[config.mk]
export PLATFORM = sky130hd
export DESIGN_NAME = dp_ram
export DESIGN_NICKNAME = d
export VERILOG_FILES = /design/src/rtl/dp_ram_pkg.sv /design/src/rtl/dp_ram_bmerge.sv /design/src/rtl/dp_ram.sv
export SDC_FILE = /design/constraint.sdc
export NUM_CORES = 1
export LEC_CHECK = 0
export ABC_AREA = 1
export BUFFER_PORTS_ARGS = -buffer_cell sky130_fd_sc_hd__buf_2
export CAP_MARGIN = 40
export CORE_MARGIN = 5
export CORE_UTILIZATION = 45
export DETAILED_ROUTE_END_ITERATION = 8
export HOLD_SLACK_MARGIN = 0.02
export PLACE_DENSITY = 0.61
export SYNTH_ARGS = -nofsm -noshare
export SYNTH_HDL_FRONTEND = slang
export SYNTH_SLANG_ARGS = --single-unit
[constraint.sdc]
create_clock -name clk -period 1.9 [get_ports clk]
set_input_delay 0.095 -clock clk [delete_from_list [all_inputs] [get_ports clk]]
set_output_delay 0.095 -clock clk [all_outputs]
set_load 0.02 [all_outputs]
[src/rtl/dp_ram_pkg.sv]
// Shared types and constants for the byte-writable RAM with a power-on clear sweep.
package dp_ram_pkg;

    typedef enum logic {
        CLEAR = 1'b0,
        RUN   = 1'b1
    } dp_state_e;

    localparam int RD_FIRST = 0;
    localparam int WR_FIRST = 1;

endpackage

[src/rtl/dp_ram_bmerge.sv]
// Byte-lane merge: lanes with a set enable take the new word, others keep the old one.
module dp_ram_bmerge
    import dp_ram_pkg::*;
#(
    parameter int DATA_W = 8
) (
    input  logic [DATA_W-1:0]   i_old,
    input  logic [DATA_W-1:0]   i_new,
    input  logic [DATA_W/8-1:0] i_wbe,
    output logic [DATA_W-1:0]   o_merged
);

    localparam int NB = DATA_W / 8;

    // Select each byte lane independently
    always_comb begin
        o_merged = i_old;
        for (int b = 0; b < NB; b++) begin
            if (i_wbe[b]) begin
                o_merged[8*b +: 8] = i_new[8*b +: 8];
            end else begin
                o_merged[8*b +: 8] = i_old[8*b +: 8];
            end
        end
    end

endmodule

[src/rtl/dp_ram.sv]
// Simple dual-port RAM with byte enables, selectable collision policy, optional
// output register, and a hardware clear sweep after every reset.
module dp_ram
    import dp_ram_pkg::*;
#(
    parameter int DATA_W  = 8,
    parameter int ADDR_W  = 4,
    parameter int RD_MODE = 0,
    parameter int OUT_REG = 0
) (
    input  logic                clk,
    input  logic                rst,
    input  logic                we,
    input  logic [ADDR_W-1:0]   waddr,
    input  logic [DATA_W-1:0]   wdata,
    input  logic [DATA_W/8-1:0] wbe,
    input  logic                re,
    input  logic [ADDR_W-1:0]   raddr,
    output logic [DATA_W-1:0]   rdata,
    output logic                rvalid,
    output logic                init_busy
);

    localparam int                DEPTH     = 2 ** ADDR_W;
    localparam logic [ADDR_W-1:0] LAST_ADDR = ADDR_W'(DEPTH - 1);

    dp_state_e         r_state;
    dp_state_e         w_state_nxt;
    logic [ADDR_W-1:0] r_cnt;
    logic [ADDR_W-1:0] w_cnt_nxt;
    logic              r_init_busy;
    logic              w_init_busy_nxt;

    logic [DATA_W-1:0] r_mem [DEPTH];

    logic              w_run;
    logic              w_wr_en;
    logic              w_rd_en;
    logic              w_collide;
    logic [ADDR_W-1:0] w_mem_addr;
    logic [DATA_W-1:0] w_mem_wdata;
    logic [DATA_W-1:0] w_wr_old;
    logic [DATA_W-1:0] w_wr_merged;
    logic [DATA_W-1:0] w_rd_word;
    logic [DATA_W-1:0] r_rdata;
    logic              r_rvalid;

    assign w_run = (r_state == RUN);

    // State, sweep counter and busy flag registers
    always_ff @(posedge clk) begin
        if (rst) begin
            r_state     <= CLEAR;
            r_cnt       <= '0;
            r_init_busy <= 1'b1;
        end else begin
            r_state     <= w_state_nxt;
            r_cnt       <= w_cnt_nxt;
            r_init_busy <= w_init_busy_nxt;
        end
    end

    // Next-state logic: sweep every address once, then stay in RUN until reset
    always_comb begin
        w_state_nxt     = r_state;
        w_cnt_nxt       = r_cnt;
        w_init_busy_nxt = r_init_busy;
        case (r_state)
            CLEAR: begin
                w_cnt_nxt = r_cnt + ADDR_W'(1);
                if (r_cnt == LAST_ADDR) begin
                    w_state_nxt     = RUN;
                    w_init_busy_nxt = 1'b0;
                end else begin
                    w_state_nxt     = CLEAR;
                    w_init_busy_nxt = 1'b1;
                end
            end
            RUN: begin
                w_state_nxt     = RUN;
                w_cnt_nxt       = r_cnt;
                w_init_busy_nxt = 1'b0;
            end
            default: begin
                w_state_nxt     = CLEAR;
                w_cnt_nxt       = '0;
                w_init_busy_nxt = 1'b1;
            end
        endcase
    end

    // One merge serves the write path and, on a same-address hit, the write-first bypass
    assign w_wr_old = r_mem[waddr];

    dp_ram_bmerge #(
        .DATA_W (DATA_W)
    ) u_bmerge (
        .i_old    (w_wr_old),
        .i_new    (wdata),
        .i_wbe    (wbe),
        .o_merged (w_wr_merged)
    );

    // Write port mux: the sweep owns the port during CLEAR, user writes only in RUN
    always_comb begin
        if (!w_run) begin
            w_wr_en     = ~rst;
            w_mem_addr  = r_cnt;
            w_mem_wdata = '0;
        end else begin
            w_wr_en     = ~rst & we & (|wbe);
            w_mem_addr  = waddr;
            w_mem_wdata = w_wr_merged;
        end
    end

    // Storage array; contents are zeroed only by the sweep
    always_ff @(posedge clk) begin
        if (w_wr_en) begin
            r_mem[w_mem_addr] <= w_mem_wdata;
        end
    end

    assign w_collide = w_run & we & (waddr == raddr);
    assign w_rd_en   = w_run & re & ~rst;

    // Read word selection for the configured collision policy
    always_comb begin
        if ((RD_MODE == WR_FIRST) && w_collide) begin
            w_rd_word = w_wr_merged;
        end else begin
            w_rd_word = r_mem[raddr];
        end
    end

    generate
        if (OUT_REG != 0) begin : g_out_reg
            logic              r_pipe_valid;
            logic [DATA_W-1:0] r_pipe_data;

            // Two-stage read pipeline; reset flushes any read in flight
            always_ff @(posedge clk) begin
                if (rst) begin
                    r_pipe_valid <= 1'b0;
                    r_pipe_data  <= '0;
                    r_rvalid     <= 1'b0;
                    r_rdata      <= '0;
                end else begin
                    r_pipe_valid <= w_rd_en;
                    if (w_rd_en) begin
                        r_pipe_data <= w_rd_word;
                    end
                    r_rvalid <= r_pipe_valid;
                    if (r_pipe_valid) begin
                        r_rdata <= r_pipe_data;
                    end
                end
            end
        end else begin : g_out_direct
            // Single-stage read register; rdata holds between reads
            always_ff @(posedge clk) begin
                if (rst) begin
                    r_rvalid <= 1'b0;
                    r_rdata  <= '0;
                end else begin
                    r_rvalid <= w_rd_en;
                    if (w_rd_en) begin
                        r_rdata <= w_rd_word;
                    end
                end
            end
        end
    endgenerate

    assign rdata     = r_rdata;
    assign rvalid    = r_rvalid;
    assign init_busy = r_init_busy;

endmodule

==> flow_summary.yaml, run 1 <==
power_and_ir_drop:
  leakage_uw: 0.00364
  p_clk_frac: 0.471
  vdd_drop_max_mv: 0.634
  p_sw_frac: 0.221
  pwr-share-comb: 0.089
  power.density_mw_per_mm2: 913
  internal-power_uw: 6090
  switchingPower_uw: 1730
  p_seq_frac: 0.440
critical_path:
  cp.required_ps: 2030
  critical_path_class: "register to register"
  crit_fanout: 8
  path_cells: "buf_4 > nor2_1 > a21oi_1 > nand2_1 > nor2_1 > buf_4"
  arrival_ps: 1940
  crit_slowest_cell: "dfxtp_1"
  critPathMaxStageDelay_ps: 400
  end_kind: "register"
  start_kind: "register"
clock_tree:
  worstSkewPairLatency_ps: 430
  h-tree-depth: 4
  cts_num_sinks: 143
  cts_tree: "built"
  clk_pin_slew_worst_paths_ps: 60
  cts_buffers: 17
  clock-root-buffer: "clkbuf_16"
  clk_path_buf_depth: 2
synth:
  ys_ff_latch: 143
  synth_top_family_by_area: "simple AND/OR/NAND/NOR gates"
  avgSynthCellArea_um2: 8.62
  syn-num-nets: 873
  yosysWarnings: 0
  synthSimpleGateAreaFrac: 0.354
  syn_inst: 851
  yosysUniqueCellTypes: 20
  synth_xor_area_frac: 0
  synth.area.mux_share: 0
  netlist_area_mm2: 0.00734
  synth_seq_area_share: 0.565
  synthAdderAreaFrac: 0.00171
  synth_compound_gate_area_share: 0.00836
sta:
  fmax_ghz: 0.553
  fin_crit_sh: 0.952
  rsz0062_at_grt: "no"
  max_slew.worst_pin.slew_ps: 502
  finalClockSkew_ps: 10.1
  setup_viol: 0
  slew_viol_final: 0
  fin_crit_ps: 1810
  hold_viol: 0
  relSlewSlack: 0.665
  setup_tns_ps: 0
drt:
  dr.pass1.iters: 6
  drc: 0
  drt_wl_total_um: 21700
  vias: 6135
  detail_route.vias_per_cell: 5.44
  ant_nets: 0
  dr.first_iter.drc_count: 623
  wl_per_cell_um: 19.2
flow_run:
  max-cap-violations: 0
placed_design:
  gp_congestion: 0.833
  hpwlAfterDp_um: 13800
  place.port_buffers: 30
final_layout:
  syn_to_final_growth_pct: 16.7
  layout-drive-gt1-share: 0.128
  final_net_count: 921
  antenna_cells: 0
  final_cell_mix: "363 x nand2_1, 211 x nand3_1, 128 x edfxtp_1, 37 x nor2_1, 37 x buf_4"
  layout_commonest_cell: "nand2_1"
  fillerInstances: 1453
  multi_input_area_mm2: 0.00267
  regArea_mm2: 0.00414
  final_core_util: 0.537
global_routing:
  grt_pass1_wl_um: 33000
  grt_start_max_net_pins: 65
  grt_pass1_vias: 5802
  grt-ovfl-total: 0
  antenna_found_initial: 0
  grt_use_total: 0.239
hold_path:
  hp-class: "input port to register"
die:
  rows: 46
  die_y_um: 138
  core_mm2: 0.0159
  ioPinCount: 31
  die_x_um: 138
  start_util: 0.460
  dieArea_mm2: 0.0190
status:
  outcome: "finished, final reports clean"
## final timing paths
kind	from	cells after the start	slack, ps	to
hold / removal	re	4	130	rdata[2]
setup reg to reg	r_state	6	90	r_mem[13][0]
setup / recovery	r_state	6	90	r_mem[13][0]
hold reg to reg	rdata[3]	2	470	rdata[3]
## state kept, by name (all words and copies together), names as in the netlist
| name | count |
|---|---|
| r_mem | 128 |
| init_busy | 1 |
| rdata | 8 |
| r_state | 1 |
| rvalid | 1 |
| r_cnt | 4 |
## metrics by stage
| stage | power (µW) | std cells | area, µm² | worst slack, ps | hold WS (ps) |
|---|---|---|---|---|---|
| floorplan | 3970 | 851 | 7340 | 211 | 164 |
| global placement | 4180 | 1095 | 7900 | 132 | 325 |
| detailed placement | 4190 | 1095 | 7900 | 129 | 317 |
| CTS | 7840 | 1128 | 8560 | 104 | 111 |
| global route | 8070 | 1128 | 8560 | 17.8 | 160 |
| finish | 7820 | 1128 | 8560 | 90.3 | 131 |
## what timing repair did
item	4_1_cts	5_1_grt
setup buffers	0	0
hold buffers	1	0
endpoints found under the hold margin	2	0
gates resized for setup	0	1
endpoints found under the setup margin	0	17
## area by class of cell
| type | count | area share |
|---|---|---|
| inverter | 28 | 0.0123 |
| tap | 216 | 0.0316 |
| clock buffer | 19 | 0.0506 |
| clock inverter | 13 | 0.0254 |
| multi-input combinational | 627 | 0.312 |
| timing repair buffer | 82 | 0.0839 |
| sequential | 143 | 0.484 |
## worst max-delay path, delay by kind of cell, from the launching register on
kind            cells  cell delay [ps]
flops               1              400
compound gates      1              240
buf+inv             2              400
simple gates        3              460
## cells in the mapped netlist
cell type,instances,share of area
inv_2,5,0.0026
buf_6,25,0.038
nand3_1,211,0.14
ha_1,1,0.0017
clkinv_1,1,0.00051
dfxtp_1,15,0.041
o21ai_1,1,0.00068
a21oi_4,1,0.0022
nor3_1,2,0.0014
clkbuf_1,3,0.0015
o21ai_0,3,0.0020
nand3_2,3,0.0041
buf_1,1,0.00051
nand2_1,363,0.19
edfxtp_1,128,0.52
buf_2,23,0.016
clkbuf_2,1,0.00068
inv_1,22,0.011
nor2_1,37,0.019
a21oi_1,5,0.0034
## power groups by stage
stage	clock [µW]	sequential (µW)	combinational, µW
2_1_floorplan	0	3500	470
3_3_place_gp	0	3500	681
3_5_place_dp	0	3500	684
4_1_cts	3720	3440	690
5_1_grt	3860	3440	766
6_report	3680	3440	697
## logic make-up after synthesis
| family | Yosys count |
|---|---|
| AND/OR/NAND/NOR | 616 |
| flip-flops | 143 |
| buffers and inverters | 81 |
| AO/OA/AOI/OAI | 10 |
| adder cells (fa/ha/maj) | 1 |
## routing by layer
metal	track usage	up-vias	part of all wire	wire length, µm
li1	-	2956	-	-
met1	0.324	2888	0.42	9190
met2	0.375	255	0.47	10100
met3	0.0610	36	0.085	1840
met4	0.0829	0	0.027	580
met5	0	-	0	0
Power figures use the tool's default switching activity.
==> run 2: changes to the inputs <==
BUFFER_PORTS_ARGS = -buffer_cell sky130_fd_sc_hd__buf_4   (was -buffer_cell sky130_fd_sc_hd__buf_2)
==> run 2 against run 1 <==
Net effect: final area fell by 0.89%; highest routed layer unchanged; worst hold slack got worse by 39 ps; global-route usage rose by 0.98 points; flip-flop and latch count unchanged; largest cell class unchanged; critical path depth rose by 1.
==> flow_summary.yaml, run 2 (synthesized netlist as in run 1, its figures left out) <==
status:
  outcome: "finished, final reports clean"
sta:
  fmax_ghz: 0.574
  fin_crit_sh: 0.916
  worst_hold_slack_ps: 91.8
  hold_viol: 0
  slew_viol_final: 0
  finalClockSkew_ps: 10.9
  relSlewSlack: 0.600
  setup_viol: 0
  rsz0062_at_grt: "no"
  max_slew.worst_pin.slew_ps: 600
  fin_crit_ps: 1740
  setup_tns_ps: 0
critical_path:
  start_kind: "register"
  end_kind: "register"
  path_cells: "buf_4 > nor2_2 > a21oi_4 > inv_1 > nand3_1 > nor2_1 > buf_4"
  cp.required_ps: 2030
  critical_path_class: "register to register"
  crit_slowest_cell: "dfxtp_1"
  cpLargestDelayFamily: "simple AND/OR/NAND/NOR gates"
  arrival_ps: 1870
  critPathBufInv: 3
  crit_fanout: 8
  cp_common_cell: "buf_4"
  critPathMaxStageDelay_ps: 330
final_layout:
  largest_reg_flops: 128
  antenna_cells: 0
  layout_commonest_cell: "nand2_1"
  final_net_count: 919
  regMostFlops: "r_mem"
  syn_to_final_growth_pct: 15.6
  postLayoutCellArea_mm2: 0.00848
  final_cell_mix: "363 x nand2_1, 211 x nand3_1, 128 x edfxtp_1, 73 x buf_4, 36 x nor2_1"
  layout-drive-gt1-share: 0.132
placed_design:
  gp_congestion: 0.976
  place.port_buffers: 30
  placedInstanceArea_mm2: 0.00786
  hpwlAfterDp_um: 15600
power_and_ir_drop:
  power.density_mw_per_mm2: 889
  leakage_uw: 0.00359
  total_power_uw: 7540
  vdd_drop_max_mv: 0.616
die:
  rows: 46
  dieArea_mm2: 0.0190
  die_x_um: 138
  ioPinCount: 31
  die_y_um: 138
  start_util: 0.460
  core_mm2: 0.0159
clock_tree:
  clk_path_buf_depth: 2
  cts_tree: "built"
  h-tree-depth: 4
  cts_num_sinks: 143
  clock-root-buffer: "clkbuf_16"
  clk_pin_slew_worst_paths_ps: 60
  worstSkewPairLatency_ps: 420
  cts_buffers: 17
  cts_setup_buffers: 0
drt:
  drc: 0
  detail_route.vias_per_cell: 5.56
  dr.first_iter.drc_count: 784
  dr.pass1.iters: 5
  vias: 6255
  ant_nets: 0
  wl_per_cell_um: 20.2
  drt_wl_total_um: 22800
flow_run:
  max-cap-violations: 0
global_routing:
  grt_pass1_vias: 5722
  grt_start_max_net_pins: 65
  grt_pass1_wl_um: 34100
  antenna_found_initial: 0
  grt-ovfl-total: 0
  grt_use_total: 0.249
hold_path:
  hp-class: "input port to register"
[run 2: worst paths after layout]
path | cells past startpoint | slack [ps] | from | to
max reg2reg | 7 | 160 | r_state | r_mem[10][5]
max | 7 | 160 | r_state | r_mem[10][5]
min reg2reg | 2 | 470 | rdata[4] | rdata[4]
min | 5 | 90 | raddr[3] | rdata[0]
[run 2: worst reg2reg max path, cell delays in order (launching register included)]
cell and delay (ps):
dfxtp_1 330, buf_4 170, nor2_2 200, a21oi_4 60
inv_1 80, nand3_1 200, nor2_1 200, buf_4 200
[run 2: timing repair]
item | CTS | global route
hold buffers | 1 | 0
setup endpoints to repair | 0 | 64
endpoints found under the hold margin | 2 | 0
resized for setup | 0 | 3
[run 2: layer usage]
| metal | vias to the layer above | track usage | wire length (µm) |
|---|---|---|---|
| li1 | 2940 | - | - |
| met1 | 2965 | 0.346 | 9760 |
| met2 | 319 | 0.400 | 10900 |
| met3 | 31 | 0.0467 | 1720 |
| met4 | 0 | 0.0735 | 384 |
| met5 | - | 0 | 0 |
[run 2: power breakdown]
| part | switching [µW] | internal, µW |
|---|---|---|
| combinational | 473 | 216 |
| sequential | 21.2 | 3420 |
| clock | 1310 | 2110 |
[run 2: area by class of cell]
cell class,instances,area [µm²]
clock inverter,12,161
timing repair buffer,80,678
multi-input combinational,627,2680
sequential,143,4140
tap,216,270
fill,1450,7460
inverter,28,105
clock buffer,20,447
[run 2: per-stage QoR]
step | util | setup WS (ps) | std cells
floorplan | - | 211 | 851
global placement | 0.493 | 139 | 1093
detailed placement | 0.493 | 81.5 | 1093
CTS | 0.532 | 66.3 | 1126
global route | 0.532 | 74.6 | 1126
finish | 0.532 | 159 | 1126
==> run 3: changes to the inputs <==
CORE_UTILIZATION = 40   (was 45)
PLACE_DENSITY = 0.56   (was 0.61)
REMOVE_ABC_BUFFERS = 1   (was unset)
==> run 3 against run 2 <==
Net effect: core utilization decreased by 5.9 points; via count decreased by 2.5%; clock-buffer cell count increased by 6; critical path type unchanged; critical endpoint is now r_mem[10][1]; highest routed layer unchanged.
==> flow_summary.yaml, run 3 (synthesized netlist as in run 1, its figures left out) <==
sta:
  relSlewSlack: 0.676
  fmax_ghz: 0.578
  hold_viol: 0
  fin_crit_ps: 1730
  finalClockSkew_ps: 11.5
  setup_viol: 0
  fin_crit_sh: 0.910
  slew_viol_final: 0
  worst_hold_slack_ps: 126
  rsz0062_at_grt: "no"
  max_slew.worst_pin.slew_ps: 487
final_layout:
  postLayoutCellArea_mm2: 0.00853
  final_core_util: 0.473
  fillerInstances: 1760
  layout_commonest_cell: "nand2_1"
  antenna_cells: 0
  final_net_count: 928
  largest_reg_flops: 128
  final_cell_mix: "363 x nand2_1, 211 x nand3_1, 128 x edfxtp_1, 77 x buf_4, 37 x nor2_1"
  syn_to_final_growth_pct: 16.2
  layout-drive-gt1-share: 0.132
  regMostFlops: "r_mem"
  stdcell_count: 1148
global_routing:
  grtUsageMet1: 0.282
  grt_use_total: 0.213
  grtUsageMet2: 0.353
  grt_pass1_vias: 5897
  grt_start_max_net_pins: 65
  grt_busiest_layer: "met2"
  grtUsageMet3: 0.0324
  grt-ovfl-total: 0
  antenna_found_initial: 0
  grt_pass1_wl_um: 34600
placed_design:
  placedInstanceArea_mm2: 0.00799
  place.port_buffers: 30
  dp_cells: 1114
  gp_congestion: 0.893
  hpwlAfterDp_um: 15000
critical_path:
  r2r_cells: 7
  crit_fanout: 10
  timing.rr.end: "r_mem[10][1]"
  critical_path_class: "register to register"
  rr_startpoint: "r_state"
  r2r_setup_slack_ps: 170
  end_kind: "register"
  cp.required_ps: 2020
  start_kind: "register"
  arrival_ps: 1850
drt:
  dr.first_iter.drc_count: 556
  dr.pass1.iters: 5
  vias: 6101
  detail_route.vias_per_cell: 5.31
  wl_per_cell_um: 19.6
  drt_wl_total_um: 22500
  drc: 0
  ant_nets: 0
power_and_ir_drop:
  vdd_drop_max_mv: 0.656
  p_seq_frac: 0.483
  p_sw_frac: 0.238
  leakage_uw: 0.00363
  power.density_mw_per_mm2: 834
  switchingPower_uw: 1690
  pwr-share-comb: 0.099
  p_clk_frac: 0.418
  internal-power_uw: 5420
die:
  dieArea_mm2: 0.0212
  die_y_um: 145
  die_x_um: 145
  start_util: 0.407
  core_mm2: 0.0180
  rows: 49
  ioPinCount: 31
hold_path:
  hold_depth: 4
  hold_path_startpoint: "re"
  whs_endpoint: "rdata[1]"
  hp-class: "input port to register"
clock_tree:
  clk_path_buf_depth: 2
  worstSkewPairLatency_ps: 420
  cts_tree: "built"
  cts_buffers: 17
  h-tree-depth: 4
  cts_num_sinks: 143
  clk_pin_slew_worst_paths_ps: 60
  clock-root-buffer: "clkbuf_16"
  cts_setup_buffers: 0
status:
  outcome: "finished, final reports clean"
flow_run:
  max-cap-violations: 0
-- run 3: changes by cell type in the layout (fill, tap and decap cells not counted), sizes merged --
cell         delta
buf             +8
dlygate4sd3     +1
clkinvlp        -6
clkbuf          +6
bufinv          -3
clkinv          +3
-- run 3: metrics by stage --
stage	TNS (ps)	total power, µW	worst slack [ps]
final	0	7110	170
after global routing	0	7380	58.4
after CTS	0	7180	81.2
after detailed placement	0	4200	102
after global placement	0	4200	106
after floorplan	-13220	3840	-148
-- run 3: worst max-delay path: stages (launching register included) --
cell and delay, ps:
dfxtp_1 330, buf_4 180, nor2_1 240, a21oi_4 70, inv_1 80, nand3_1 180
nor2_1 160, buf_4 190
-- run 3: area by class of cell --
cell class | count | area [µm²] | share of cell area
Clock buffer | 26 | 490 | 0.0575
Clock inverter | 6 | 32.5 | 0.00381
Inverter | 28 | 105 | 0.0123
Multi-Input combinational cell | 627 | 2670 | 0.313
Sequential cell | 143 | 4140 | 0.486
Tap cell | 229 | 287 | 0.0336
Timing Repair Buffer | 89 | 798 | 0.0936
-- run 3: layer usage --
metal / up-vias / part of all wire
li1: 2963 / -
met1: 2873 / 0.43
met2: 230 / 0.48
met3: 35 / 0.060
met4: 0 / 0.031
met5: - / 0
-- run 3: how the worst max path moves through the flow --
stage,to,from,slack [ps]
floorplan,r_mem[10][0],r_state,-150
global placement,r_mem[6][3],r_state,110
detailed placement,r_mem[2][5],r_state,100
CTS,r_mem[10][1],r_state,80
global route,r_mem[6][3],r_state,60
finish,r_mem[10][1],r_state,170
-- run 3: power by group through the flow --
stage                     Sequential [µW]  Clock (µW)  Combinational (µW)
after global routing                 3440        3160                 775
final                                3440        2970                 704
after floorplan                      3500           0                 343
after detailed placement             3500           0                 700
after CTS                            3440        3030                 705
after global placement               3500           0                 697
-- run 3: timing repair --
action	CTS	global route
gates resized for setup	0	1
endpoints found under the setup margin	0	54
endpoints found under the hold margin	3	0
hold buffers	2	0
